[src/rtl/top_pkg.sv]
// Field map and shared constants for the top result vector.
// The accumulator/counter fields only carry state when TOP_ACC_EN is defined.
package top_pkg;

  localparam int A_W = 22;
  localparam int B_W = 18;
  localparam int C_W = 22;
  localparam int D_W = 21;

  localparam int IN_LSB   = 0;
  localparam int IN_W     = A_W + B_W + C_W + D_W;
  localparam int SUM_LSB  = 83;
  localparam int SUM_W    = 23;
  localparam int DIFF_LSB = 106;
  localparam int DIFF_W   = 23;
  localparam int PROD_LSB = 129;
  localparam int PROD_W   = 32;
  localparam int XOR_LSB  = 161;
  localparam int XOR_W    = 22;
  localparam int MUX_LSB  = 183;
  localparam int MUX_W    = 22;
  localparam int FLAG_LSB = 205;
  localparam int FLAG_W   = 4;
  localparam int POP_LSB  = 209;
  localparam int POP_W    = 7;
  localparam int ACC_LSB  = 216;
  localparam int ACC_W    = 48;
  localparam int CNT_LSB  = 264;
  localparam int CNT_W    = 16;
  localparam int HIST_LSB = 280;
  localparam int HIST_W   = IN_W;
  localparam int CHK_LSB  = 363;
  localparam int CHK_W    = 22;
  localparam int Y_W      = 385;

  // Flag bit indices within the 4-bit flag field.
  localparam int FLAG_EQ   = 3;
  localparam int FLAG_LT   = 2;
  localparam int FLAG_NEG  = 1;
  localparam int FLAG_ZERO = 0;

  function automatic logic [CHK_W-1:0] rotl1(input logic [CHK_W-1:0] v);
    return {v[CHK_W-2:0], v[CHK_W-1]};
  endfunction

endpackage

[src/rtl/top_popcount.sv]
// Combinational count of set bits over the 83-bit packed operand vector.
module top_popcount
  import top_pkg::*;
(
  input  logic [IN_W-1:0]  din,
  output logic [POP_W-1:0] count
);

  always_comb begin
    count = '0;
    for (int i = 0; i < IN_W; i++) begin
      count = count + POP_W'(din[i]);
    end
  end

endmodule

[src/rtl/top.sv]
// Registered arithmetic/logic result vector with checksum and input history.
// Define TOP_ACC_EN to build the 48-bit accumulator and 16-bit cycle counter.
module top
  import top_pkg::*;
#(
  parameter logic [CHK_W-1:0] CHK_SEED = 22'h000000
) (
  input  logic             clk,
  input  logic             rst,
  input  logic [A_W-1:0]   wire0,
  input  logic [B_W-1:0]   wire1,
  input  logic [C_W-1:0]   wire2,
  input  logic [D_W-1:0]   wire3,
  output logic [Y_W-1:0]   y
);

  logic [IN_W-1:0]   in_vec;
  logic [POP_W-1:0]  pop;

  logic [IN_W-1:0]   in_q, in_d;
  logic [SUM_W-1:0]  sum_q, sum_d;
  logic [DIFF_W-1:0] diff_q, diff_d;
  logic [PROD_W-1:0] prod_q, prod_d;
  logic [XOR_W-1:0]  xor_q, xor_d;
  logic [MUX_W-1:0]  mux_q, mux_d;
  logic [FLAG_W-1:0] flag_q, flag_d;
  logic [POP_W-1:0]  pop_q, pop_d;
  logic [HIST_W-1:0] hist_q, hist_d;
  logic [CHK_W-1:0]  chk_q, chk_d;
`ifdef TOP_ACC_EN
  logic [ACC_W-1:0]  acc_q, acc_d;
  logic [CNT_W-1:0]  cnt_q, cnt_d;
`endif

  assign in_vec = {wire3, wire2, wire1, wire0};

  top_popcount u_popcount (
    .din   (in_vec),
    .count (pop)
  );

  always_comb begin
    in_d   = in_vec;
    sum_d  = {1'b0, wire0} + {1'b0, wire2};
    diff_d = {{(DIFF_W-D_W){wire3[D_W-1]}}, wire3} - {{(DIFF_W-B_W){1'b0}}, wire1};
    prod_d = {16'b0, wire0[15:0]} * {16'b0, wire1[15:0]};
    xor_d  = wire0 ^ wire2;
    mux_d  = wire3[D_W-1] ? wire0 : wire2;
    flag_d = '0;
    flag_d[FLAG_EQ]   = (wire0 == wire2);
    flag_d[FLAG_LT]   = (wire0 < wire2);
    flag_d[FLAG_NEG]  = wire3[D_W-1];
    flag_d[FLAG_ZERO] = (wire1 == '0);
    pop_d  = pop;
    // History is the packed-input field as it stood before this edge.
    hist_d = in_q;
    chk_d  = rotl1(chk_q) ^ wire0 ^ wire2;
`ifdef TOP_ACC_EN
    acc_d  = acc_q + {{(ACC_W-D_W){wire3[D_W-1]}}, wire3};
    cnt_d  = cnt_q + CNT_W'(1);
`endif
  end

  always_ff @(posedge clk) begin
    if (rst) begin
      in_q   <= '0;
      sum_q  <= '0;
      diff_q <= '0;
      prod_q <= '0;
      xor_q  <= '0;
      mux_q  <= '0;
      flag_q <= '0;
      pop_q  <= '0;
      hist_q <= '0;
      chk_q  <= CHK_SEED;
`ifdef TOP_ACC_EN
      acc_q  <= '0;
      cnt_q  <= '0;
`endif
    end else begin
      in_q   <= in_d;
      sum_q  <= sum_d;
      diff_q <= diff_d;
      prod_q <= prod_d;
      xor_q  <= xor_d;
      mux_q  <= mux_d;
      flag_q <= flag_d;
      pop_q  <= pop_d;
      hist_q <= hist_d;
      chk_q  <= chk_d;
`ifdef TOP_ACC_EN
      acc_q  <= acc_d;
      cnt_q  <= cnt_d;
`endif
    end
  end

`ifdef TOP_ACC_EN
  assign y = {chk_q, hist_q, cnt_q, acc_q, pop_q, flag_q, mux_q, xor_q,
              prod_q, diff_q, sum_q, in_q};
`else
  assign y = {chk_q, hist_q, {(ACC_W+CNT_W){1'b0}}, pop_q, flag_q, mux_q, xor_q,
              prod_q, diff_q, sum_q, in_q};
`endif

endmodule

[config.mk]
export PLATFORM = sky130hd
export DESIGN_NAME = top
export DESIGN_NICKNAME = d
export VERILOG_FILES = /design/src/rtl/top_pkg.sv /design/src/rtl/top_popcount.sv /design/src/rtl/top.sv
export SDC_FILE = /design/constraint.sdc
export NUM_CORES = 1
export LEC_CHECK = 0
export BUFFER_PORTS_ARGS = -buffer_cell sky130_fd_sc_hd__clkbuf_2
export CAP_MARGIN = 0
export CORE_ASPECT_RATIO = 0.6
export CORE_UTILIZATION = 55
export DETAILED_ROUTE_END_ITERATION = 16
export GPL_ROUTABILITY_DRIVEN = 0
export GPL_TIMING_DRIVEN = 0
export PLACE_DENSITY = 0.79
export REMOVE_ABC_BUFFERS = 1
export SYNTH_ARGS = -nofsm -noshare
export SYNTH_HDL_FRONTEND = slang
export SYNTH_HIERARCHICAL = 1
export SYNTH_SLANG_ARGS = --single-unit
export TNS_END_PERCENT = 10
[constraint.sdc]
create_clock -name clk -period 14.2 [get_ports clk]
set_input_delay 2.13 -clock clk [delete_from_list [all_inputs] [get_ports clk]]
set_output_delay 2.13 -clock clk [all_outputs]
set_load 0.02 [all_outputs]
==> impl_metrics.py, run 1 <==
metrics = {
    "logic_synthesis": {
        "yosys_most_used_dff": "dfxtp_1",
        "synthCells": 2412,
        "synthDistinctLibCells": 76,
        "synth_seq_cells": 318,
        "yosys_warnings": 6,
        "yosysSeqAreaShare_pct": 28.2,
        "synth.cell_area_um2": 22600,
        "synth_edf_count": 0,
        "postSynthAreaPerCell_um2": 9.37,
        "synthArstFlopShare_pct": 0,
    },
    "timing": {
        "tightest_slew_ns": 1.08,
        "finalHoldViolCount": 0,
        "slew_violations": 0,
        "rsz0062_at_grt": "no",
        "relSlewSlack_pct": 28.1,
        "holdWs_ns": 0.460,
        "setup_viol": 0,
        "max_freq_mhz": 122,
        "clock_skew_ns": 0.0117,
        "setup_ws_ns": 5.97,
        "period_needed_ns": 8.23,
        "finalCritPeriodShare_pct": 57.9,
        "fin_tns_setup_ns": 0,
    },
    "clocking": {
        "cts_buffers": 29,
        "cts_resized": 0,
        "clock_sinks": 318,
        "clk_latency_ns": 0.58,
        "postCtsSetupBuffers": 0,
        "clk_path_buf_depth": 3,
        "htreeDepth": 1,
        "root_buffer": "clkbuf_16",
        "cts_hold_buffers": 0,
        "clkTransAtPathRegs_ns": 0.07,
        "cts_tree": "yes",
    },
    "die": {
        "fp.dieH_um": 159,
        "core_um2": 40500,
        "design.portCount": 470,
        "start_util_pct": 55.8,
        "die-area_um2": 41900,
        "rows": 57,
        "die_w_um": 264,
    },
    "power_and_ir_drop": {
        "vdd.ir_drop.worst_v": 0.000469,
        "p_leak_nw": 13.2,
        "p_per_area_nw_per_um2": 279,
        "report.power.total_mw": 7.16,
    },
    "detailed_routing": {
        "drt_first_pass_iters": 8,
        "detail-route-antenna-nets": 0,
        "wirelength_um": 62900,
        "drc_errors": 0,
        "via_count": 17505,
        "avgRoutedWirePerCell_um": 19.1,
        "drt_first_iter_violations": 1356,
        "routed_via_density": 5.30,
    },
    "placed_design": {
        "portBuffers": 405,
        "place_ws_ns": 5.51,
        "dp.final_hpwl_um": 48300,
        "place_inst": 3246,
        "placed_area_um2": 24700,
    },
    "critical_path": {
        "path_common_cell": "fa_1",
        "path_buf_inv": 4,
        "critical_path_class": "in2reg",
        "worstPathRequired_ns": 14.65,
        "path_cells": "clkbuf_2, inv_1, nor2_1, fa_1, fa_1, fa_1, fa_1, fa_1, inv_1, fa_1, inv_1, ha_1, nand3_1, nor3_1, nand3_1, o2111ai_1, a21oi_1, xor2_1, nor2_1",
        "critPathArrivalTime_ns": 8.68,
        "cp_max_fo": 13,
        "critPathTopFamily": "adder cells",
        "crit_path_max_incr_delay_ns": 0.56,
        "crit_path_end_kind": "flip-flop",
        "startpoint_type": "input port",
        "slowest_stage": "fa_1",
    },
    "status": {
        "outcome": "complete, no violations",
    },
    "finish": {
        "drive_above_1_share_pct": 17.7,
        "syn_to_final_growth_pct": 13.7,
        "diodes": 0,
        "final_common_cell": "inv_1",
        "stdcell_count": 3300,
        "nNetsFinal": 3279,
        "finish.utilization_pct": 63.4,
        "postLayoutCellArea_um2": 25700,
        "final_cell_mix": "416 x inv_1, 404 x clkbuf_2, 318 x dfxtp_1",
    },
    "min_path": {
        "hold_class": "reg2reg",
    },
    "global_route": {
        "grt_max_degree": 137,
        "gr-total-overflow": 0,
        "grt_pass1_vias": 17643,
        "grt_first_pass_wirelength_um": 97600,
        "antenna_found_initial": 0,
        "grtUsageTotal_pct": 29.8,
    },
    "run": {
        "maxCapViolCount": 0,
    },
}
## registers in the layout (all words and copies together), names as in the netlist
| name | count |
|---|---|
| chk_q | 22 |
| sum_q | 23 |
| diff_q | 22 |
| pop_q | 7 |
| hist_d | 82 |
| prod_q | 32 |
| mux_q | 22 |
| xor_q | 21 |
| hist_q | 83 |
| flag_q | 4 |
## cell type report
type                       instances  area (um^2)
fill                            3368        14800
multi-input combinational       1574        14000
sequential                       318         6370
timing repair buffer             407         2090
inverter                         416         1560
clock buffer                      39          813
tap                              531          664
clock inverter                    15          181
## final timing paths
path | start | to | slack [ns] | depth (start not counted)
setup / recovery | wire0[1] | prod_q[29] | 5.97 | 19
hold / removal | hist_d[64] | hist_q[64] | 0.46 | 1
setup reg to reg | chk_q[19] | chk_q[20] | 13.23 | 3
hold reg to reg | hist_d[64] | hist_q[64] | 0.46 | 1
## cell usage after synthesis (5+ instances only)
| cell | number | area share, % |
|---|---|---|
| inv_1 | 416 | 6.9 |
| dfxtp_1 | 318 | 28 |
| fa_1 | 268 | 24 |
| nor2_1 | 220 | 3.7 |
| ha_1 | 180 | 10 |
| nand2_1 | 168 | 2.8 |
| nor2b_1 | 148 | 4.1 |
| and2_1 | 102 | 2.8 |
| clkbuf_1 | 86 | 1.4 |
| a21oi_1 | 68 | 1.5 |
| buf_4 | 68 | 2.3 |
| xnor2_1 | 60 | 2.3 |
| o21ai_0 | 34 | 0.75 |
| xor2_1 | 28 | 1.1 |
| a21o_1 | 25 | 0.83 |
| mux2i_1 | 24 | 1.1 |
| nor3_1 | 19 | 0.42 |
| nand4_1 | 17 | 0.47 |
| o21bai_1 | 13 | 0.43 |
| nor4_1 | 10 | 0.28 |
| buf_1 | 9 | 0.15 |
| nand3_1 | 9 | 0.20 |
| a31oi_1 | 8 | 0.22 |
| mux2_2 | 8 | 0.40 |
| nand2b_1 | 8 | 0.22 |
| or3_1 | 7 | 0.19 |
| a211oi_1 | 5 | 0.17 |
| a21boi_0 | 5 | 0.17 |
| o21a_1 | 5 | 0.17 |
## report_power, final
part	leakage, nW	internal [mW]	switching, mW
Combinational	10.1	2.22	3.05
Clock	0.478	0.461	0.361
Sequential	2.64	1.03	0.0376
## cells by family (layout without fill, tap and decap cells)
family | after synthesis | after routing | synth area share [%]
AND/OR/NAND/NOR | 731 | 731 | 16.0
buffers and inverters | 583 | 877 | 10.8
adder cells (fa/ha/maj) | 448 | 448 | 33.7
flip-flops | 318 | 318 | 28.2
AO/OA/AOI/OAI | 209 | 209 | 6.25
XOR/XNOR | 88 | 88 | 3.41
multiplexers | 34 | 34 | 1.59
other | 1 | 64 | 0.0166
## layer usage
metal  wire length [um]  up-vias  GRT usage (%)
met2              28100      867           46.0
met4               1750        0           8.45
li1                   -     7925              -
met3               6440      115           7.83
met1              26600     8598           41.5
met5                  0        -              0
Power figures use the tool's default switching activity.
==> run 2, diff against run 1 <==
- CORE_UTILIZATION: 55 -> 51
- PLACE_DENSITY: 0.79 -> 0.77
- clock period: 14.2 -> 6.91 ns (I/O delays scaled with it)
==> impl_metrics.py, run 2 (synthesis gave the netlist of run 1 again) <==
metrics = {
    "timing": {
        "holdWs_ns": 0.459,
        "setup_viol": 0,
        "finalHoldViolCount": 0,
        "relSlewSlack_pct": 30.2,
        "slew_violations": 0,
        "tightest_slew_ns": 1.05,
        "finalCritPeriodShare_pct": 97.5,
        "clock_skew_ns": 0.0153,
        "period_needed_ns": 6.74,
        "max_freq_mhz": 148,
    },
    "clocking": {
        "htreeDepth": 1,
        "root_buffer": "clkbuf_16",
        "clkTransAtPathRegs_ns": 0.07,
        "cts_tree": "yes",
        "clk_latency_ns": 0.58,
        "cts_buffers": 30,
        "clk_path_buf_depth": 3,
        "clock_sinks": 318,
    },
    "critical_path": {
        "reg2reg_from": "chk_q[1]",
        "r2r_slack_ns": 5.91,
        "startpoint_type": "input port",
        "reg2reg_depth": 3,
        "cp_max_fo": 22,
        "crit_path_end_kind": "flip-flop",
        "critical_path_class": "in2reg",
        "critPathArrivalTime_ns": 7.23,
        "rr_endpoint": "chk_q[2]",
        "worstPathRequired_ns": 7.41,
    },
    "detailed_routing": {
        "avgRoutedWirePerCell_um": 19.1,
        "wl_met3_um": 6500,
        "drt_first_iter_violations": 1421,
        "drt_first_pass_iters": 5,
        "drc_errors": 0,
        "wirelength_um": 64100,
        "detail-route-antenna-nets": 0,
        "routed_via_density": 5.20,
        "routed.top_layer": "met4",
        "wl_met1_um": 27400,
        "route.met2.wl_um": 28900,
        "via_count": 17419,
    },
    "finish": {
        "multi_input_area_um2": 14000,
        "syn_to_final_growth_pct": 14.6,
        "final_cell_mix": "415 x inv_1, 388 x clkbuf_2, 318 x dfxtp_1",
        "final-seq-area_um2": 6370,
        "diodes": 0,
        "top_register": "hist_q",
        "stdcell_count": 3352,
        "nNetsFinal": 3282,
        "drive_above_1_share_pct": 18.0,
        "final_common_cell": "inv_1",
        "nFillCells": 3745,
        "largest_reg_flops": 83,
    },
    "global_route": {
        "grt_pass1_vias": 17702,
        "grt_max_degree": 159,
        "grt_first_pass_wirelength_um": 97600,
        "grtUsageTotal_pct": 28.0,
        "antenna_found_initial": 0,
        "gr-total-overflow": 0,
    },
    "die": {
        "fp.dieH_um": 165,
        "design.portCount": 470,
        "rows": 59,
        "die_w_um": 274,
        "die-area_um2": 45200,
        "start_util_pct": 52.0,
        "core_um2": 43500,
    },
    "placed_design": {
        "place_inst": 3294,
        "dp.final_hpwl_um": 49600,
        "portBuffers": 405,
    },
    "min_path": {
        "worstHoldEndpoint": "hist_q[16]",
        "hold_depth": 1,
        "hold_start": "hist_d[16]",
        "hold_class": "reg2reg",
    },
    "power_and_ir_drop": {
        "p_seq_share_pct": 14.4,
        "p_per_area_nw_per_um2": 588,
        "combPwrFrac_pct": 74.0,
        "p_sw_mw": 7.44,
        "p_int_mw": 7.78,
        "switching_share_pct": 48.9,
        "pwr-share-clk_pct": 11.6,
        "report.power.total_mw": 15.2,
        "vdd.ir_drop.worst_v": 0.000904,
        "p_leak_nw": 13.3,
    },
    "run": {
        "maxCapViolCount": 0,
    },
    "status": {
        "outcome": "complete, no violations",
    },
}
==> run 2: repair_timing <==
action / CTS / global route
setup endpoints to repair: 3 / 13
buffers inserted: 1 / 1
hold endpoints to repair: 0 / 0
pin swaps: 0 / 1
hold buffers: 0 / 0
gates resized for setup: 1 / 33
==> run 2: metal layers <==
layer | track usage [%] | vias to the layer above
met2 | 43.6 | 834
met5 | 0 | -
li1 | - | 7924
met4 | 6.35 | 0
met3 | 7.42 | 113
met1 | 38.8 | 8548
==> run 2: final cells by class <==
cell class | instances | area share [%]
Inverter | 416 | 6.04
Clock buffer | 38 | 3.25
Sequential cell | 318 | 24.6
Timing Repair Buffer | 409 | 8.26
Tap cell | 579 | 2.80
Multi-Input combinational cell | 1574 | 54.2
Clock inverter | 18 | 0.874
==> run 2: worst max-delay path by stage <==
stage	startpoint	end	depth (start not counted)
finish	wire0[15]	pop_q[6]	17
global route	wire0[5]	prod_q[29]	20
CTS	wire0[6]	prod_q[30]	20
detailed placement	wire0[1]	prod_q[29]	19
global placement	rst	flag_q[3]	5
floorplan	wire1[13]	pop_q[6]	20
==> run 2: power groups by stage <==
stage	combinational [mW]	clock, mW	sequential (mW)
after floorplan	7.91	0	2.47
after global placement	10.6	0	2.24
after detailed placement	11.0	0	2.23
after CTS	11.2	1.80	2.19
after global routing	12.7	1.88	2.21
final	11.3	1.77	2.19
==> run 2: through the flow <==
| step | utilization [%] | TNS, ns | area, um^2 | setup WS [ns] |
|---|---|---|---|---|
| 3_3_place_gp | 56.8 | -20.67 | 24700 | -1.73 |
| 4_1_cts | 59.4 | 0 | 25800 | 0.0345 |
| 5_1_grt | 59.6 | -0.00806 | 25900 | -0.00806 |
| 6_report | 59.6 | 0 | 25900 | 0.173 |
| 2_1_floorplan | - | 0 | 21900 | 0.381 |
| 3_5_place_dp | 57.0 | -8.05 | 24800 | -0.703 |
==> run 2: worst max-delay path, stage by stage <==
cell and delay (ns):
clkbuf_2 0.53, inv_1 0.13, fa_1 0.54, fa_1 0.46, fa_1 0.54, fa_1 0.43
fa_1 0.52, fa_1 0.44, fa_1 0.53, fa_1 0.43, fa_1 0.47, fa_1 0.49
nor2b_1 0.19, o31a_1 0.17, o21ai_0 0.08, nand2b_1 0.09, nor2b_1 0.14
==> run 3, diff against run 2 <==
==> constraint.sdc (replaced) <==
create_clock -name clk -period 6.91 [get_ports clk]
set_input_delay 1.382 -clock clk [delete_from_list [all_inputs] [get_ports clk]]
set_output_delay 1.382 -clock clk [all_outputs]
set_load 0.02 [all_outputs]
==> impl_metrics.py, run 3 (synthesis gave the netlist of run 1 again) <==
metrics = {
    "status": {
        "outcome": "complete, no violations",
    },
    "die": {
        "start_util_pct": 52.0,
        "rows": 59,
        "fp.dieH_um": 165,
        "core_um2": 43500,
        "design.portCount": 470,
        "die_w_um": 274,
        "die-area_um2": 45200,
    },
    "global_route": {
        "antenna_found_initial": 0,
        "gr-total-overflow": 0,
        "grtUsageTotal_pct": 28.0,
        "grt_first_pass_wirelength_um": 97700,
        "grt_pass1_vias": 17722,
        "grt_max_degree": 159,
    },
    "power_and_ir_drop": {
        "p_per_area_nw_per_um2": 592,
        "vdd.ir_drop.worst_v": 0.000897,
        "report.power.total_mw": 15.4,
        "p_leak_nw": 13.4,
    },
    "clocking": {
        "htreeDepth": 1,
        "cts_tree": "yes",
        "cts_buffers": 30,
        "cts_hold_buffers": 0,
        "root_buffer": "clkbuf_16",
        "clk_path_buf_depth": 3,
        "clkTransAtPathRegs_ns": 0.07,
        "clk_latency_ns": 0.58,
        "clock_sinks": 318,
    },
    "critical_path": {
        "reg2reg_from": "chk_q[1]",
        "critPathTopFamily": "adder cells",
        "path_cells": "clkbuf_8, inv_1, fa_1, inv_1, fa_1, inv_1, fa_1, inv_1, fa_1, inv_1, fa_1, fa_1, fa_1, fa_1, fa_2, fa_2, nor2b_2, o31a_1, o21ai_0, nand2b_1, nor2b_1",
        "reg2reg_depth": 3,
        "rr_endpoint": "chk_q[2]",
        "path_buf_inv": 6,
        "slowest_stage": "fa_1",
        "r2r_slack_ns": 5.90,
        "cp_max_fo": 17,
        "critPathArrivalTime_ns": 7.29,
        "crit_path_max_incr_delay_ns": 0.54,
        "startpoint_type": "input port",
        "critical_path_class": "in2reg",
        "crit_path_end_kind": "flip-flop",
        "worstPathRequired_ns": 7.41,
        "path_common_cell": "fa_1",
    },
    "timing": {
        "relSlewSlack_pct": 31.1,
        "tightest_slew_ns": 1.03,
        "finalHoldViolCount": 0,
        "period_needed_ns": 6.80,
        "setup_viol": 0,
        "clock_skew_ns": 0.0171,
        "max_freq_mhz": 147,
        "rsz0062_at_grt": "yes",
        "slew_violations": 0,
        "finalCritPeriodShare_pct": 98.4,
    },
    "placed_design": {
        "dp.final_hpwl_um": 49600,
        "placed_area_um2": 24800,
        "place_inst": 3294,
        "portBuffers": 405,
    },
    "finish": {
        "final_cell_mix": "414 x inv_1, 374 x clkbuf_2, 318 x dfxtp_1",
        "drive_above_1_share_pct": 18.7,
        "nNetsFinal": 3287,
        "top_register": "hist_q",
        "final_common_cell": "inv_1",
        "stdcell_count": 3357,
        "syn_to_final_growth_pct": 15.4,
        "postLayoutCellArea_um2": 26100,
        "largest_reg_flops": 83,
        "diodes": 0,
    },
    "min_path": {
        "hold_class": "reg2reg",
        "worstHoldEndpoint": "hist_q[16]",
        "hold_start": "hist_d[16]",
        "hold_depth": 1,
    },
    "detailed_routing": {
        "drt_first_pass_iters": 5,
        "detail-route-antenna-nets": 0,
        "drc_errors": 0,
        "wirelength_um": 64200,
        "drt_first_iter_violations": 1304,
        "via_count": 17519,
        "avgRoutedWirePerCell_um": 19.1,
        "routed_via_density": 5.22,
    },
    "run": {
        "maxCapViolCount": 0,
    },
}
## run 3: cell type report
| type | instances | area (um^2) |
|---|---|---|
| fillers | 3727 | 17400 |
| multi-input cells | 1574 | 14100 |
| flip-flops and latches | 318 | 6370 |
| repair buffers | 414 | 2270 |
| inverters | 416 | 1570 |
| clock buffers | 38 | 842 |
| well taps | 579 | 724 |
| clock inverters | 18 | 226 |
## run 3: report_power, final
part           total (mW)  internal (mW)  leakage (nW)  switching, mW
combinational        11.5           4.80          10.2           6.68
sequential           2.19           2.11          2.64         0.0769
clock                1.78           1.02         0.529          0.756
total                15.4           7.93          13.4           7.52
## run 3: worst reg2reg max path, delay by kind of cell, from the launching register on
kind             cells  cell delay [ns]
AND/OR/NAND/NOR      1             0.11
XOR/XNOR             2             0.37
flip-flops           1             0.38
## run 3: how the worst max path moves through the flow
stage          startpoint         end  slack [ns]  depth (start not counted)
3_3_place_gp          rst   flag_q[3]       -2.07                          5
6_report        wire1[13]    pop_q[6]        0.11                         21
2_1_floorplan   wire1[13]    pop_q[6]        0.04                         20
3_5_place_dp     wire0[1]  prod_q[29]       -1.05                         19
4_1_cts         wire0[14]  prod_q[29]       0.006                         20
5_1_grt         wire1[13]    pop_q[6]       -0.02                         21
## run 3: repair_timing
action / in CTS / in global routing
pin swaps: 1 / 4
setup buffers: 3 / 4
resized for setup: 29 / 52
setup endpoints to repair: 13 / 14
## run 3: per-stage QoR
stage	TNS (ns)	util, %	hold slack (ns)	worst slack (ns)
6_report	0	60.0	0.458	0.114
5_1_grt	-0.0224	60.0	0.465	-0.0167
2_1_floorplan	0	-	0.542	0.0356
4_1_cts	0	59.7	0.463	0.00641
3_3_place_gp	-31.59	56.8	0.446	-2.07
3_5_place_dp	-16.58	57.0	0.453	-1.05
## run 3: routing by layer
layer | track usage (%) | share of wire (%) | wire length (um) | up-vias
met2 | 43.7 | 45 | 28900 | 853
met5 | 0 | 0 | 0 | -
met4 | 6.48 | 2.3 | 1450 | 0
met3 | 7.32 | 9.9 | 6350 | 119
li1 | - | - | - | 7932
met1 | 38.9 | 43 | 27500 | 8615
